$ cat src/rtl/ifetch_queue_if.sv
// Fetch-queue bus: instruction-memory request/ack, decoded-instruction valid/ready,
// redirect and occupancy. "master" is the fetch queue, "slave" is its environment.
interface ifetch_queue_if #(
  parameter int unsigned DEPTH = 4
) ();
  localparam int unsigned CW = $clog2(DEPTH) + 1;

  logic          imem_req;
  logic [31:0]   imem_addr;
  logic          imem_ack;
  logic [31:0]   imem_rdata;
  logic          instr_valid;
  logic [31:0]   instr;
  logic [31:0]   instr_pc;
  logic          instr_ready;
  logic          redirect;
  logic [31:0]   redirect_pc;
  logic [CW-1:0] count;

  modport master (
    output imem_req, imem_addr, instr_valid, instr, instr_pc, count,
    input  imem_ack, imem_rdata, instr_ready, redirect, redirect_pc
  );

  modport slave (
    input  imem_req, imem_addr, instr_valid, instr, instr_pc, count,
    output imem_ack, imem_rdata, instr_ready, redirect, redirect_pc
  );
endinterface

$ cat src/rtl/ifetch_queue.sv
// Instruction-fetch front end: owns the fetch PC, issues imem reads, and queues tagged words.
// Optional IFQ_BYPASS_EN forwards an ack straight to instr_* when the queue is empty.
module ifetch_queue #(
  parameter int unsigned DEPTH    = 4,
  parameter logic [31:0] RESET_PC = 32'h0000_0000
) (
  input  logic          clk,
  input  logic          rst_n,
  ifetch_queue_if.master ifq
);
  localparam int unsigned AW = $clog2(DEPTH);
  localparam int unsigned CW = AW + 1;

  typedef enum logic [1:0] {IDLE, REQ, DROP} state_t;
  typedef struct packed {
    logic [31:0] insn;
    logic [31:0] pc;
  } entry_t;

  state_t        r_state, w_state_n;
  logic [31:0]   r_fetch_pc, w_fetch_pc_n;
  logic [31:0]   r_addr, w_addr_n;
  logic          r_req, w_req_n;
  entry_t        r_mem [DEPTH];
  logic [AW-1:0] r_rd_idx, r_wr_idx;
  logic [CW-1:0] r_count, w_count_n;
  logic [31:0]   w_redir_pc;
  logic          w_ack, w_push, w_pop, w_bypass, w_bypass_take;

  assign w_ack      = r_req & ifq.imem_ack;
  assign w_redir_pc = {ifq.redirect_pc[31:2], 2'b00};

`ifdef IFQ_BYPASS_EN
  // Empty queue and a live ack: present the returning word in the same cycle.
  assign w_bypass        = (r_state == REQ) && w_ack && !ifq.redirect && (r_count == '0);
  assign ifq.instr_valid = (r_count != '0) || w_bypass;
  assign ifq.instr       = w_bypass ? ifq.imem_rdata : r_mem[r_rd_idx].insn;
  assign ifq.instr_pc    = w_bypass ? r_fetch_pc     : r_mem[r_rd_idx].pc;
`else
  assign w_bypass        = 1'b0;
  assign ifq.instr_valid = (r_count != '0);
  assign ifq.instr       = r_mem[r_rd_idx].insn;
  assign ifq.instr_pc    = r_mem[r_rd_idx].pc;
`endif

  assign w_bypass_take = w_bypass & ifq.instr_ready;
  assign ifq.imem_req  = r_req;
  assign ifq.imem_addr = r_addr;
  assign ifq.count     = r_count;

  // Next-state, fetch PC and queue bookkeeping; redirect overrides everything.
  always_comb begin
    w_state_n    = r_state;
    w_fetch_pc_n = r_fetch_pc;
    w_push       = (r_state == REQ) && w_ack && !ifq.redirect && !w_bypass_take;
    w_pop        = (r_count != '0) && ifq.instr_ready && !ifq.redirect;
    if (ifq.redirect) w_count_n = '0;
    else              w_count_n = r_count + CW'(w_push) - CW'(w_pop);

    case (r_state)
      IDLE: begin
        if (ifq.redirect) begin
          w_state_n    = REQ;
          w_fetch_pc_n = w_redir_pc;
        end else if (r_count < CW'(DEPTH)) begin
          w_state_n = REQ;
        end
      end
      REQ: begin
        if (ifq.redirect) begin
          w_fetch_pc_n = w_redir_pc;
          w_state_n    = w_ack ? REQ : DROP;
        end else if (w_ack) begin
          w_fetch_pc_n = r_fetch_pc + 32'd4;
          w_state_n    = (w_count_n == CW'(DEPTH)) ? IDLE : REQ;
        end
      end
      DROP: begin
        if (ifq.redirect) w_fetch_pc_n = w_redir_pc;
        if (w_ack)        w_state_n    = REQ;
      end
      default: w_state_n = IDLE;
    endcase

    // An abandoned request keeps its address on the bus until the memory acks it.
    w_addr_n = (w_state_n == DROP) ? r_addr : w_fetch_pc_n;
    w_req_n  = (w_state_n != IDLE);
  end

  always_ff @(posedge clk or negedge rst_n) begin
    if (!rst_n) begin
      r_state    <= IDLE;
      r_fetch_pc <= RESET_PC;
      r_addr     <= RESET_PC;
      r_req      <= 1'b0;
      r_count    <= '0;
      r_rd_idx   <= '0;
      r_wr_idx   <= '0;
      for (int i = 0; i < int'(DEPTH); i++) r_mem[i] <= '0;
    end else begin
      r_state    <= w_state_n;
      r_fetch_pc <= w_fetch_pc_n;
      r_addr     <= w_addr_n;
      r_req      <= w_req_n;
      r_count    <= w_count_n;
      if (ifq.redirect) begin
        r_rd_idx <= '0;
        r_wr_idx <= '0;
      end else begin
        if (w_push) begin
          r_mem[r_wr_idx] <= '{insn: ifq.imem_rdata, pc: r_fetch_pc};
          r_wr_idx        <= r_wr_idx + AW'(1);
        end
        if (w_pop) r_rd_idx <= r_rd_idx + AW'(1);
      end
    end
  end

  a_no_overflow: assert property (@(posedge clk) disable iff (!rst_n)
    !(w_push && (r_count == CW'(DEPTH))));

endmodule

$ cat src/flat_wrapper.sv
// flat-port wrapper written by rule: the top's interface ports become plain ports
module ifetch_queue_flat 
#(
  parameter int unsigned DEPTH    = 4,
  parameter logic [31:0] RESET_PC = 32'h0000_0000
)
  (clk, rst_n, ifq_imem_req, ifq_imem_addr, ifq_instr_valid, ifq_instr, ifq_instr_pc, ifq_count, ifq_imem_ack, ifq_imem_rdata, ifq_instr_ready, ifq_redirect, ifq_redirect_pc);
  ifetch_queue_if #(.DEPTH(DEPTH)) ifq_i ();
  input  logic clk;
  input  logic rst_n;
  output wire logic [$bits(ifq_i.imem_req)-1:0] ifq_imem_req;
  output wire logic [$bits(ifq_i.imem_addr)-1:0] ifq_imem_addr;
  output wire logic [$bits(ifq_i.instr_valid)-1:0] ifq_instr_valid;
  output wire logic [$bits(ifq_i.instr)-1:0] ifq_instr;
  output wire logic [$bits(ifq_i.instr_pc)-1:0] ifq_instr_pc;
  output wire logic [$bits(ifq_i.count)-1:0] ifq_count;
  input wire logic [$bits(ifq_i.imem_ack)-1:0] ifq_imem_ack;
  input wire logic [$bits(ifq_i.imem_rdata)-1:0] ifq_imem_rdata;
  input wire logic [$bits(ifq_i.instr_ready)-1:0] ifq_instr_ready;
  input wire logic [$bits(ifq_i.redirect)-1:0] ifq_redirect;
  input wire logic [$bits(ifq_i.redirect_pc)-1:0] ifq_redirect_pc;
  assign ifq_imem_req = ifq_i.imem_req;
  assign ifq_imem_addr = ifq_i.imem_addr;
  assign ifq_instr_valid = ifq_i.instr_valid;
  assign ifq_instr = ifq_i.instr;
  assign ifq_instr_pc = ifq_i.instr_pc;
  assign ifq_count = ifq_i.count;
  assign ifq_i.imem_ack = ifq_imem_ack;
  assign ifq_i.imem_rdata = ifq_imem_rdata;
  assign ifq_i.instr_ready = ifq_instr_ready;
  assign ifq_i.redirect = ifq_redirect;
  assign ifq_i.redirect_pc = ifq_redirect_pc;
  ifetch_queue #(.DEPTH(DEPTH), .RESET_PC(RESET_PC)) u_core (.clk(clk), .rst_n(rst_n), .ifq(ifq_i));
endmodule
$ cat config.mk
export PLATFORM = sky130hd
export DESIGN_NAME = ifetch_queue_flat
export DESIGN_NICKNAME = d
export VERILOG_FILES = /design/src/rtl/ifetch_queue_if.sv /design/src/rtl/ifetch_queue.sv /design/src/flat_wrapper.sv
export SDC_FILE = /design/constraint.sdc
export NUM_CORES = 1
export LEC_CHECK = 0
export ABC_CLOCK_PERIOD_IN_PS = 6500
export BUFFER_PORTS_ARGS = -buffer_cell sky130_fd_sc_hd__buf_2
export CAP_MARGIN = 20
export CORE_ASPECT_RATIO = 1.4
export CORE_MARGIN = 2
export CORE_UTILIZATION = 28
export CTS_BUF_LIST = sky130_fd_sc_hd__clkbuf_8
export CTS_CLUSTER_DIAMETER = 60
export CTS_CLUSTER_SIZE = 16
export DETAILED_ROUTE_END_ITERATION = 8
export GPL_TIMING_DRIVEN = 1
export SYNTH_ARGS = -nofsm -noshare
export SYNTH_HDL_FRONTEND = slang
export SYNTH_SLANG_ARGS = --single-unit
$ cat constraint.sdc
create_clock -name clk -period 6.5 [get_ports clk]
set_input_delay 0.325 -clock clk [delete_from_list [all_inputs] [get_ports clk]]
set_output_delay 0.325 -clock clk [all_outputs]
set_load 0.02 [all_outputs]
## Word-level counts from Yosys, hierarchy flattened

Cells that the tools add are included.

- Register bits: 330
- Bits in latches: 0
- Bits in writable memories: 0
- Memory bits (read-only): 0
- Output and inout port bits: 101
- Memories kept: 0

- Add/subtract/negate cells: 5
- Multiply operators: 0
- Divide/modulo/power cells: 0
- $lt $le $gt $ge: 4
- Equal/unequal tests: 4
- Shift-type cells: 0
- Muxes and demuxes: 23
- Bitwise gates (word level): 4
- Reductions and logical operators: 13

Operator list:

| kind | count |
|---|---|
| bitwise mux 256 bit | 1 |
| 2-to-1 mux 64 bit | 3 |
| binary-select mux 64 bit (select 2 bit) | 1 |
| demux 64 bit (select 2 bit) | 1 |
| 2-to-1 mux 32 bit | 3 |
| one-hot mux 32 bit (2 select lines) | 1 |
| adder 32 x 3 -> 32 bit, second input constant | 1 |
| 2-to-1 mux 2 bit | 10 |
| greater-or-equal comparator 3 bit, second input constant | 2 |
| inverter 2 -> 3 bit | 2 |
| one-hot mux 2 bit (3 select lines) | 1 |
| nonzero test 2 bit | 3 |
| logical AND 1 bit | 5 |
| adder 2 x 1 -> 2 bit, second input constant | 2 |
| equality test 2 bit, second input constant | 2 |
| adder 3 x 1 -> 3 bit | 1 |
| equality test 3 bit, second input constant | 1 |
| less-than comparator 3 x 1 -> 1 bit, second input constant | 1 |
| less-than comparator 3 bit, second input constant | 1 |
| 2-to-1 mux 3 bit | 1 |
| nonzero test 3 bit | 1 |
| subtractor 3 x 1 -> 3 bit | 1 |
| equality test 2 x 1 -> 1 bit, second input constant | 1 |
| logical NOT 2 bit | 1 |
| 6 further kinds | 6 |

## Longest topological paths before layout

Gate-level depths: netlist of the first run.

- Depth after elaboration: 12
- Gate-level depth with buffers: 14
- Depth with buffers taken out: 12

## Worst setup path before layout of the first run

OpenSTA, ideal clock, no wires.

- Path type: input to register
- Start point: input ifq_redirect
- End point: register u_core.r_req, in the netlist u_core.ifq.imem_req
- Arrival time: 2861 ps
- Required time: 6369 ps
- Slack: 3507 ps
- Stages on the path: 14
- Buffers on the path: 4
- Cell sequence: clkbuf_1 > buf_1 > clkbuf_1 > buf_1 > nor2_1 > ha_1 > inv_1 > ha_1 > inv_1 > fa_1 > xnor2_1 > nor2_1 > a41oi_1 > nand2b_1

- Longest elaborated chain between the ends: 11
- Elaborated cells between the ends (all ways): 13

RTL lines:

| item | line | text |
|---|---|---|
| from (decl) | flat_wrapper.sv:20 | `input wire logic [$bits(ifq_i.redirect)-1:0] ifq_redirect;` |
| logical NOT 1 bit | ifetch_queue.sv:55, ifetch_queue.sv:56 |  |
| logical AND 1 bit | ifetch_queue.sv:55 | `w_push = (r_state == REQ) && w_ack && !ifq.redirect && !w_bypass_take;` |
| adder 3 x 1 -> 3 bit | ifetch_queue.sv:58 | `else w_count_n = r_count + CW'(w_push) - CW'(w_pop);` |
| subtractor 3 x 1 -> 3 bit | ifetch_queue.sv:58 |  |
| 2-to-1 mux 3 bit * | ifetch_queue.sv:57 | `if (ifq.redirect) w_count_n = '0;` |
| via u_core.w_count_n[2] | ifetch_queue.sv:26 | `logic [CW-1:0] r_count, w_count_n;` |
| equality test 3 bit * | ifetch_queue.sv:75 | `w_state_n = (w_count_n == CW'(DEPTH)) ? IDLE : REQ;` |
| 2-to-1 mux 1 bit * | ifetch_queue.sv:75 |  |
| 2-to-1 mux 2 bit * | ifetch_queue.sv:73 | `end else if (w_ack) begin` |
| 2-to-1 mux 2 bit * | ifetch_queue.sv:70 | `if (ifq.redirect) begin` |
| one-hot mux 2 bit (3 select lines) * | ifetch_queue.sv:60 | `case (r_state)` |
| via u_core.w_state_n[0] | ifetch_queue.sv:20 | `state_t r_state, w_state_n;` |
| nonzero test 2 bit * | ifetch_queue.sv:87 | `w_req_n = (w_state_n != IDLE);` |
| via u_core.w_req_n | ifetch_queue.sv:23 | `logic r_req, w_req_n;` |
| to (signal assigned) | ifetch_queue.sv:104 | `r_req <= w_req_n;` |
| to (decl) | ifetch_queue.sv:23 |  |

Mark *: on every way through the listed nets, which the timed path passes. The rest lies on a longest branch.
A chain may end at the register's enable or synchronous reset.

## Final worst setup path of the first run

- Start point: register u_core.r_rd_idx[0]
- End point: output ifq_instr[3]

- Longest elaborated chain between the ends: 4

RTL lines:

| item | line | text |
|---|---|---|
| from (decl) | ifetch_queue.sv:25 | `logic [AW-1:0] r_rd_idx, r_wr_idx;` |
| from (signal assigned) | ifetch_queue.sv:114 | `if (w_pop) r_rd_idx <= r_rd_idx + AW'(1);` |
| inverter 2 -> 3 bit (not written as such) | ifetch_queue.sv:42 | `assign ifq.instr = r_mem[r_rd_idx].insn;` |
| binary-select mux 64 bit (select 2 bit) | ifetch_queue.sv:42 |  |
| 2-to-1 mux 64 bit (not written as such) (2 in a row) | ifetch_queue.sv:42 |  |
| to (decl) | flat_wrapper.sv:14 | `output wire logic [$bits(ifq_i.instr)-1:0] ifq_instr;` |

No other way between the ends. The select of a mux whose other input is x is not followed.

==> run metrics, run 1 <==
status finished, final reports clean; Req. time, crit path 6170 ps; R2R depth 6; Post-CTS Setup Inserts 0; CP Launch Type register; die width 202 µm; Final Wtd Congestion 0.948; Chip Height between 200 and 300 µm; Cell Area, Synth 15400 µm²; met2 wire length 22000 µm; total power 7.83 mW; area growth from synthesis to layout 17.3%; DR WL/cell 21.2 µm; sequential area share after synthesis 0.536; clk sinks 330; Clock Latency Late Sink 670 ps; Top Layer Used met4; H-tree Lvls 1; max cap viols 0; Peak supply drop 0.000244 V; Num CTS Buffers 30; Initial Util 0.284; DP Area 16900 µm²; post-synthesis cell count ~1100; DR DRC count 0; Slew @ Worst Pin between 1000 and 1500 ps; hold_ws 31.1 ps; Synth Flop Type dfrtp_1; share of cells above drive strength 1 0.439; maximum clock rate 0.283 GHz; skew final 70.3 ps; final WL 43300 µm; total grt overflow 0; ANT nets after route 0; worst hold path class input port to register; IO Pins 170; vias 10400; port bufs ~170; largest net degree at the start of global routing 193; Worst Path Max Fanout 34; type of the worst setup path register to output port; Total Die Area 57000 µm²; CTS clk-pin slew, worst paths between 100 and 150 ps; Total GRT Usage 0.151; Critical Path Source u_core.r_rd_idx[0]$_DFFE_PN0P_; first-pass GRT wire length between 60000 and 70000 µm; Syn. warnings 0; met3 WL post-DR 2140 µm; RR Endpoint u_core.ifq.imem_addr[19]$_DFFE_PN0P_; DRT Pass-1 Iters 5; Yosys reg bits 330; fillers 5462; Synth cell types 63; Max Root-Sink Buffers 3; FF-to-FF setup slack 3180 ps; 1st-iter DRT viols 729; CP endpoint ifq_instr[3]; initial antenna violation count 2; vias in the first global route approximately 11000; Avg Vias per Cell 5.10; post-layout min period around 3500 ps; setup TNS 0 ps; Total Nets Final roughly 1400; final core area utilization 0.333; Final Hold Viols 0; Met1 Routed Length ~18000 µm; Reg2Reg Launch Point u_core.r_state[0]$_DFF_PN0_; Worst Setup End Kind output port; Cell Rows 101; Core Region 54300 µm²; fin. max-slew vios 0; CTS tree done; Pleak 7.91 nW; min-delay src ifq_redirect_pc[28]; Avg Inst Size Synth 13.7 µm²; CP arrival about 3200 ps; Async S/R FF share, synth 1.00; Detailed Place HPWL roughly 28000 µm; Final Cycle Share 0.543; unrepaired setup endpoints after global routing no; # setup viols final 0; final instance area 18100 µm²; Slew headroom 0.308; P per Cell Area 433 nW/µm²; syn nets around 1200; EDFF count, synth 0; CTS Root Cell clkbuf_8
==> where the power goes <==
| part | total (mW) | internal (mW) | leakage, nW | switching (mW) |
|---|---|---|---|---|
| Combinational | 3.15 | 1.46 | 3.35 | 1.70 |
| Clock | 1.33 | 0.542 | 0.325 | 0.784 |
| Sequential | 3.35 | 2.73 | 4.23 | 0.619 |
| Total | 7.83 | 4.73 | 7.91 | 3.10 |
==> what timing repair did <==
item                                   4_1_cts  5_1_grt
endpoints found under the hold margin      250        0
gates resized for setup                      0        0
hold buffers                                54        0
==> cells by family (layout without fill, tap and decap cells) <==
family	Yosys count	after routing	share of synthesized area
mux	341	341	0.296
flops	330	330	0.536
simple gates	190	190	0.0632
compound gates	136	136	0.0627
buf+inv	113	302	0.0299
xor+xnor	10	10	0.00568
fa+ha+maj	8	8	0.00698
other cells	0	2	0
==> cell type report <==
| type | count | area, µm² | area share |
|---|---|---|---|
| Sequential cell | 330 | 8260 | 0.457 |
| Antenna cell | 2 | 5.00 | 0.000277 |
| Tap cell | 721 | 902 | 0.0499 |
| Inverter | 16 | 60.1 | 0.00332 |
| Multi-Input combinational cell | 685 | 6700 | 0.371 |
| Clock inverter | 15 | 156 | 0.00865 |
| Clock buffer | 34 | 468 | 0.0259 |
| Timing Repair Buffer | 237 | 1520 | 0.0840 |
==> metal layers <==
metal	track usage	vias to the layer above
li1	-	4546
met1	0.187	5448
met2	0.268	325
met3	0.0224	79
met4	0.0547	0
met5	0	-
==> worst max-delay path, cell delays in order (launching register included) <==
cell     delay, ps
dfrtp_4        970
buf_4          710
mux4_2         600
buf_2          180
==> sequential cells by signal, summed over array words and instances, names as in the netlist <==
signal                cells
u_core.r_fetch_pc        32
u_core.r_wr_idx           2
u_core.ifq.count          3
u_core.r_rd_idx           2
u_core.r_mem            256
u_core.ifq.imem_addr     32
u_core.ifq.imem_req       1
u_core.r_state            2
==> worst min-delay path by stage <==
stage / to / slack, ps / depth (start not counted)
final: u_core.ifq.imem_addr[28]$_DFFE_PN0P_ / 30 / 3
after detailed placement: u_core.r_mem[237]$_DFFE_PN0P_ / 410 / 1
after floorplan: u_core.ifq.count[0]$_DFF_PN0_ / 30 / 0
after CTS: u_core.r_fetch_pc[29]$_DFF_PN0_ / 0.4 / 4
after global placement: u_core.r_mem[233]$_DFFE_PN0P_ / 390 / 1
after global routing: u_core.r_fetch_pc[9]$_DFF_PN0_ / 40 / 3
==> placed cells by master, fill, tap and decap left out, types with 9 or more instances in the layout <==
master	n
dfrtp_1	328
mux2_2	273
buf_2	166
mux4_2	64
dlygate4sd3_1	54
nor2_1	52
clkbuf_8	34
nand2_1	31
a21oi_1	24
nand3_1	21
o21ai_0	20
o22ai_1	18
inv_1	16
nand4_1	16
buf_4	15
o31ai_1	11
nor3_1	11
and3_1	9
nor4_1	9
==> metrics by stage <==
stage	setup slack (ps)	std cells
after detailed placement	3240	1935
final	2970	2040
after global routing	2710	2040
after CTS	2820	2038
after global placement	3270	1935
after floorplan	3510	1128
==> Yosys cell counts, drive strengths merged, types with 5 or more instances <==
| cell type | instances | share of area |
|---|---|---|
| dfrtp | 330 | 0.54 |
| or3 | 6 | 0.0024 |
| nand3 | 21 | 0.0068 |
| nand4 | 17 | 0.0073 |
| nor2 | 52 | 0.013 |
| mux2 | 274 | 0.20 |
| nand2b | 6 | 0.0024 |
| o31ai | 11 | 0.0054 |
| and2 | 7 | 0.0028 |
| a21oi | 24 | 0.0078 |
| and3 | 9 | 0.0037 |
| nand2 | 31 | 0.0076 |
| inv | 14 | 0.0034 |
| buf | 42 | 0.013 |
| a211oi | 5 | 0.0028 |
| nor3 | 11 | 0.0036 |
| o22ai | 18 | 0.0073 |
| or4 | 7 | 0.0034 |
| mux4 | 64 | 0.094 |
| clkbuf | 55 | 0.013 |
| o21ai | 20 | 0.0065 |
| xor2 | 7 | 0.0040 |
| ha | 7 | 0.0057 |
| o32ai | 5 | 0.0028 |
| o221ai | 5 | 0.0028 |
| and4 | 5 | 0.0028 |
| nor4 | 9 | 0.0037 |
Power figures use the tool's default switching activity.
==> inputs of run 2 (changes only) <==
ABC_AREA = 1   (was unset)
ABC_CLOCK_PERIOD_IN_PS = 2900   (was 6500)
clock period = 2.9 ns   (was 6.5 ns; I/O delays follow)
==> run metrics, run 2 <==
vias in the first global route 13400 (+21%); Cell Area, Synth 15600 µm² (+1.5%); max reg flops 256 (unchanged); CP arrival 2540 ps (-670 ps); total power 16.9 mW (+120%); multiplexer share of the synthesized area 0 (-0.296); worst hold path class input port to async pin; Initial Util 0.283 (-0.000605); Async S/R FF share, synth 1.00 (unchanged); top cells by count, synth nand2_1 (446), dfrtp_1 (330), o21ai_1 (253); ANT nets after route 0 (unchanged); most frequent cells in the layout nand2_1 (446), dfrtp_1 (328), o21ai_1 (253), nor2_1 (191), buf_2 (166); Avg Inst Size Synth 8.40 µm² (-39%); vias 13400 (+29%); Peak supply drop 0.000509 V (+110%); final WL 45100 µm (+4.3%); H-tree Lvls 1 (unchanged); Reg2Reg Launch Point u_core.ifq.count[1]$_DFF_PN0_; RR Endpoint u_core.ifq.imem_req$_DFF_PN0_; final instance area 18200 µm² (+0.56%); area growth from synthesis to layout 16.2%; Total Nets Final 2116 (+54%); R2R depth 12 (+6); max cap viols 0 (unchanged); Slew headroom 0.424 (+0.115); Post-CTS Setup Inserts 0 (unchanged); CP Buf/Inv Count 3 (+1); delay-heaviest family, CP buffers and inverters; total grt overflow 0 (unchanged); skew final 20.9 ps (-49.4 ps); worst setup margin 212 ps (-2760 ps); Pleak 8.79 nW (+11%); die width 204 µm (+0.72%); largest family of logic cells by synthesized area simple AND/OR/NAND/NOR gates; 1st-iter DRT viols 846 (+16%); Req. time, crit path 2760 ps (-3410 ps); xor and xnor area share after synthesis 0 (-0.00568); Syn. warnings 0 (unchanged); port bufs 167 (unchanged); Synth cell types 39 (-38%); Detailed Place HPWL 30100 µm (+6.1%); Cell Rows 102 (+0.99%); DR DRC count 0 (unchanged); Largest Register u_core.r_mem; # setup viols final 0 (unchanged); unrepaired setup endpoints after global routing no; crit-path max cell delay 520 ps (-450 ps); Core Region 55300 µm² (+1.7%); type of the worst setup path register to output port; P per Cell Area 931 nW/µm² (+110%); CTS Root Cell clkbuf_8; fin. max-slew vios 0 (unchanged); DR WL/cell 16.2 µm (-24%); Avg Vias per Cell 4.83 (-5.3%); setup TNS 0 ps (unchanged); largest net degree at the start of global routing 129 (-33%); Yosys top cell area share 0.528 (-0.00780); simple-gate area share of the yosys netlist 0.200 (+0.137); clk sinks 330 (unchanged); Final Cycle Share 0.927; first-pass GRT wire length 72800 µm (+8.7%); sequential area share after synthesis 0.528 (-0.00780); post-synthesis cell count 1862 (+65%); EDFF count, synth 0 (unchanged); DP Area 17000 µm² (+0.38%); Post-Synth Adder-Cell Area 0.00688 (-0.000102); Num CTS Buffers 29 (-3.3%); syn nets 1939 (+61%); Yosys reg bits 330 (unchanged); CTS clk-pin slew, worst paths 100 ps (about the same); FF-to-FF setup slack 280 ps (-2900 ps); IO Pins 170 (unchanged); Yosys top cell by area dfrtp_1; most frequent cell after synthesis nand2_1; Slew @ Worst Pin 865 ps (-173 ps); Critical Path, Cell by Cell inv_4 -> buf_4 -> nor2_1 -> o22ai_1 -> buf_2; Clock Latency Late Sink 640 ps (-30 ps); Max Root-Sink Buffers 3 (unchanged); Synth Flop Type dfrtp_1; post-layout min period around 2700 ps; share of cells above drive strength 1 0.149 (-0.290); CP Launch Type register; Worst Path Max Fanout 45 (+32%); pre-CTS WS 305 ps (-2940 ps); Synth area leaders dfrtp_1 (53%), nand2_1 (11%), o21ai_1 (8.1%); CP max stage cell dfrtp_4; CTS tree done; CTS resizes 0 (unchanged); Final Wtd Congestion 0.874 (-7.8%); final core area utilization 0.329 (-0.00371); status finished, final reports clean; Synth Area in Compound Gates 0.181 (+0.118); Total GRT Usage 0.156 (+0.00428); Worst Setup End Kind output port; Chip Height 284 µm (+0.72%); maximum clock rate 0.372 GHz; initial antenna violation count 3 (+1); DRT Pass-1 Iters 5 (unchanged); most common cell after layout, fill and taps aside nand2_1; Final Hold Viols 0 (unchanged); Total Die Area 57800 µm² (+1.5%)
==> run 2: metrics by stage <==
| stage | std cells | hold slack [ps] |
|---|---|---|
| after floorplan | 1862 | -151 |
| after global placement | 2670 | 288 |
| after detailed placement | 2670 | 294 |
| after CTS | 2783 | 161 |
| after global routing | 2784 | 243 |
| final | 2784 | 185 |
==> run 2: repair_timing <==
action,4_1_cts,5_1_grt
hold buffers,66,0
hold endpoints to repair,288,0
endpoints found under the setup margin,0,0
==> run 2: cell families after synthesis <==
kind of cell | count (synthesis)
compound gates | 523
fa+ha+maj | 8
buf+inv | 246
flops | 330
simple gates | 755
==> run 2: worst max-delay path by stage <==
| stage | from | endpoint | slack [ps] | cells after the start |
|---|---|---|---|---|
| floorplan | u_core.ifq.count[1]$_DFF_PN0_ | u_core.ifq.imem_req$_DFF_PN0_ | 260 | 12 |
| global placement | u_core.ifq.count[1]$_DFF_PN0_ | u_core.ifq.imem_req$_DFF_PN0_ | 290 | 12 |
| detailed placement | u_core.ifq.count[1]$_DFF_PN0_ | u_core.ifq.imem_req$_DFF_PN0_ | 310 | 12 |
| CTS | u_core.r_rd_idx[0]$_DFFE_PN0P_ | ifq_instr_pc[17] | 130 | 4 |
| global route | u_core.r_rd_idx[0]$_DFFE_PN0P_ | ifq_instr[17] | 30 | 5 |
| finish | u_core.r_rd_idx[0]$_DFFE_PN0P_ | ifq_instr[17] | 210 | 5 |
==> run 2: worst register-to-register path: stages, from the launching register on <==
cell and delay (ps):
dfrtp_1 440, inv_1 90, nand3_1 90, nand2_1 120
nor2_1 50, ha_1 280, inv_1 60, ha_1 130
inv_1 50, fa_1 510, nand3_1 70, o311ai_0 460
nand3_1 140
==> run 2: per-layer routing <==
layer,up-vias,part of all wire,GRT usage
met5,-,0,0
met4,0,0.021,0.0431
met3,56,0.045,0.0165
met2,347,0.50,0.275
met1,6514,0.44,0.200
li1,6518,-,-
==> run 2: power by group <==
part | total, mW | switching [mW] | internal, mW
combinational | 7.56 | 5.19 | 2.38
sequential | 6.62 | 0.813 | 5.81
clock | 2.74 | 1.70 | 1.04
total | 16.9 | 7.70 | 9.22
==> run 2: cell type report <==
type / count / area, µm²
antenna: 1 / 2.50
clock buffer: 31 / 427
clock inverter: 16 / 118
fill: 5822 / 37100
inverter: 125 / 477
multi-input combinational: 1286 / 6080
sequential: 330 / 8260
tap: 728 / 911
timing repair buffer: 267 / 1900
==> inputs of run 3 (changes only) <==
CORE_UTILIZATION = 55   (was 28)
PLACE_DENSITY = 0.78   (was unset)
TNS_END_PERCENT = 20   (was unset)
==> run metrics, run 3 (synthesis results as in run 2) <==
die width 147 µm (-28%); CP Launch Type register; H-tree Lvls 1 (unchanged); Final Wtd Congestion 0.953 (+9.1%); status finished, final reports clean; Clock Power Share 0.136 (-0.026); pre-CTS WS 173 ps (-133 ps); 1st-iter DRT viols 1007 (+19%); maximum clock rate 0.369 GHz (-0.79%); ANT nets after route 0 (unchanged); final core area utilization 0.619 (+0.290); worst hold path class input port to register; Reg power frac 0.412 (+0.021); initial antenna violation count 0 (-3); Worst Setup End Kind output port; Total Die Area 29800 µm² (-48%); fillers 2488 (-57%); switching share of power 0.449 (-0.00657); CP arrival 2560 ps (+20 ps); area growth from synthesis to layout 11.8%; largest net degree at the start of global routing 81 (-37%); max cap viols 0 (unchanged); Num CTS Buffers 24 (-17%); IO Pins 170 (unchanged); Pleak 8.66 nW (-1.5%); DR WL/cell 16.3 µm (+0.81%); Initial Util 0.554 (+0.271); CTS tree done; # setup viols final 0 (unchanged); final WL 39300 µm (-13%); total grt overflow 0 (unchanged); port bufs 167 (unchanged); ant diodes 0 (-1); placed insts 2313 (-13%); DR DRC count 0 (unchanged); Avg Vias per Cell 5.58 (+16%); vias in the first global route 12900 (-4.1%); Cell Rows 73 (-28%); Final Cycle Share 0.934 (+0.00740); Detailed Place HPWL 24800 µm (-18%); Slew headroom 0.505 (+0.0818); Final Hold Viols 0 (unchanged); max reg flops 256 (unchanged); Chip Height 204 µm (-28%); Worst Path Max Fanout 58 (+29%); Req. time, crit path 2760 ps (about the same); first-pass GRT wire length 64500 µm (-11%); Total Nets Final 2103 (-0.61%); post-layout min period 2710 ps (+21.4 ps); CTS Root Cell clkbuf_8; DRT Pass-1 Iters 6 (+1); fin. max-slew vios 0 (unchanged); worst setup margin 190 ps (-21.4 ps); Total GRT Usage 0.262 (+0.106); P per Cell Area 928 nW/µm² (-0.25%); Core Region 28200 µm² (-49%); skew final 13.4 ps (-7.59 ps); clk sinks 330 (unchanged); Largest Register u_core.r_mem; fin cells 2404 (-14%); Max Root-Sink Buffers 3 (unchanged); setup TNS 0 ps (unchanged); CTS clk-pin slew, worst paths 100 ps (about the same); Switching Power 7.28 mW (-5.5%); most common cell after layout, fill and taps aside nand2_1; Post-CTS Setup Inserts 0 (unchanged); vias 13400 (-0.19%); unrepaired setup endpoints after global routing no; Clock Latency Late Sink 570 ps (-70 ps); Peak supply drop 0.000612 V (+20%); Comb pwr share 0.452 (+0.005); internal power 8.95 mW (-2.9%); share of cells above drive strength 1 0.141 (-0.00795); Slew @ Worst Pin 742 ps (-123 ps); most frequent cells in the layout nand2_1 (446), dfrtp_1 (328), o21ai_1 (253), nor2_1 (191), buf_2 (166); type of the worst setup path register to output port; total power 16.2 mW (-4.1%)
==> run 3: cell count changes in the layout (fill, tap and decap cells not counted), moves of 2 or more <==
cell / delta
inv_6: -2
inv_1: -2
clkbuf_8: -6
dlygate4sd3_1: -4
buf_4: -4
inv_8: -5
==> run 3: power groups by stage <==
| stage | Combinational (mW) | Clock (mW) | Sequential [mW] |
|---|---|---|---|
| floorplan | 4.85 | 0 | 6.78 |
| global placement | 7.12 | 0 | 6.68 |
| detailed placement | 7.27 | 0 | 6.73 |
| CTS | 7.36 | 2.28 | 6.65 |
| global route | 8.15 | 2.43 | 6.82 |
| finish | 7.34 | 2.21 | 6.68 |
==> run 3: worst paths after layout <==
check | from | endpoint | slack, ps | depth (start not counted)
hold / removal | ifq_redirect_pc[24] | u_core.r_fetch_pc[24]$_DFF_PN0_ | 40 | 5
setup reg to reg | u_core.ifq.count[1]$_DFF_PN0_ | u_core.ifq.imem_req$_DFF_PN0_ | 290 | 12
min in group asynchronous | rst_n | u_core.r_fetch_pc[29]$_DFF_PN0_ | 150 | 2
max in group asynchronous | rst_n | u_core.r_rd_idx[0]$_DFFE_PN0P_ | 1810 | 3
hold reg to reg | u_core.ifq.imem_addr[25]$_DFFE_PN0P_ | u_core.ifq.imem_addr[25]$_DFFE_PN0P_ | 490 | 2
setup / recovery | u_core.r_rd_idx[0]$_DFFE_PN0P_ | ifq_instr_pc[11] | 190 | 4
==> run 3: metal layers <==
metal  track usage  part of all wire  vias up
met5             0                 0        -
li1              -                 -     6478
met4        0.0794             0.028        0
met2         0.449              0.49      450
met3        0.0253             0.053       73
met1         0.357              0.43     6409
==> run 3: layout make-up <==
class	instances	area, µm²	area share
flip-flops and latches	330	8260	0.473
multi-input cells	1286	6080	0.348
repair buffers	259	1830	0.105
inverters	125	475	0.0272
well taps	375	469	0.0268
clock buffers	25	344	0.0197
clock inverters	4	18.8	0.00107
==> run 3: critical path, cell delays in order, from the launching register on <==
cell,delay [ps]
dfrtp_4,660
buf_4,560
o21ai_0,190
o22ai_1,330
buf_2,230
==> run 3: through the flow <==
stage                     cell area, µm²  hold slack (ps)
final                              17500             39.2
after global routing               17500             36.7
after CTS                          17500             1.14
after detailed placement           16500              171
after global placement             16500              167
after floorplan                    15600             -151
==> run 3: repair_timing <==
action                                  CTS  global route
resized for setup                         0             1
hold buffers                             62             0
endpoints found under the setup margin    0             1
endpoints found under the hold margin   235             0
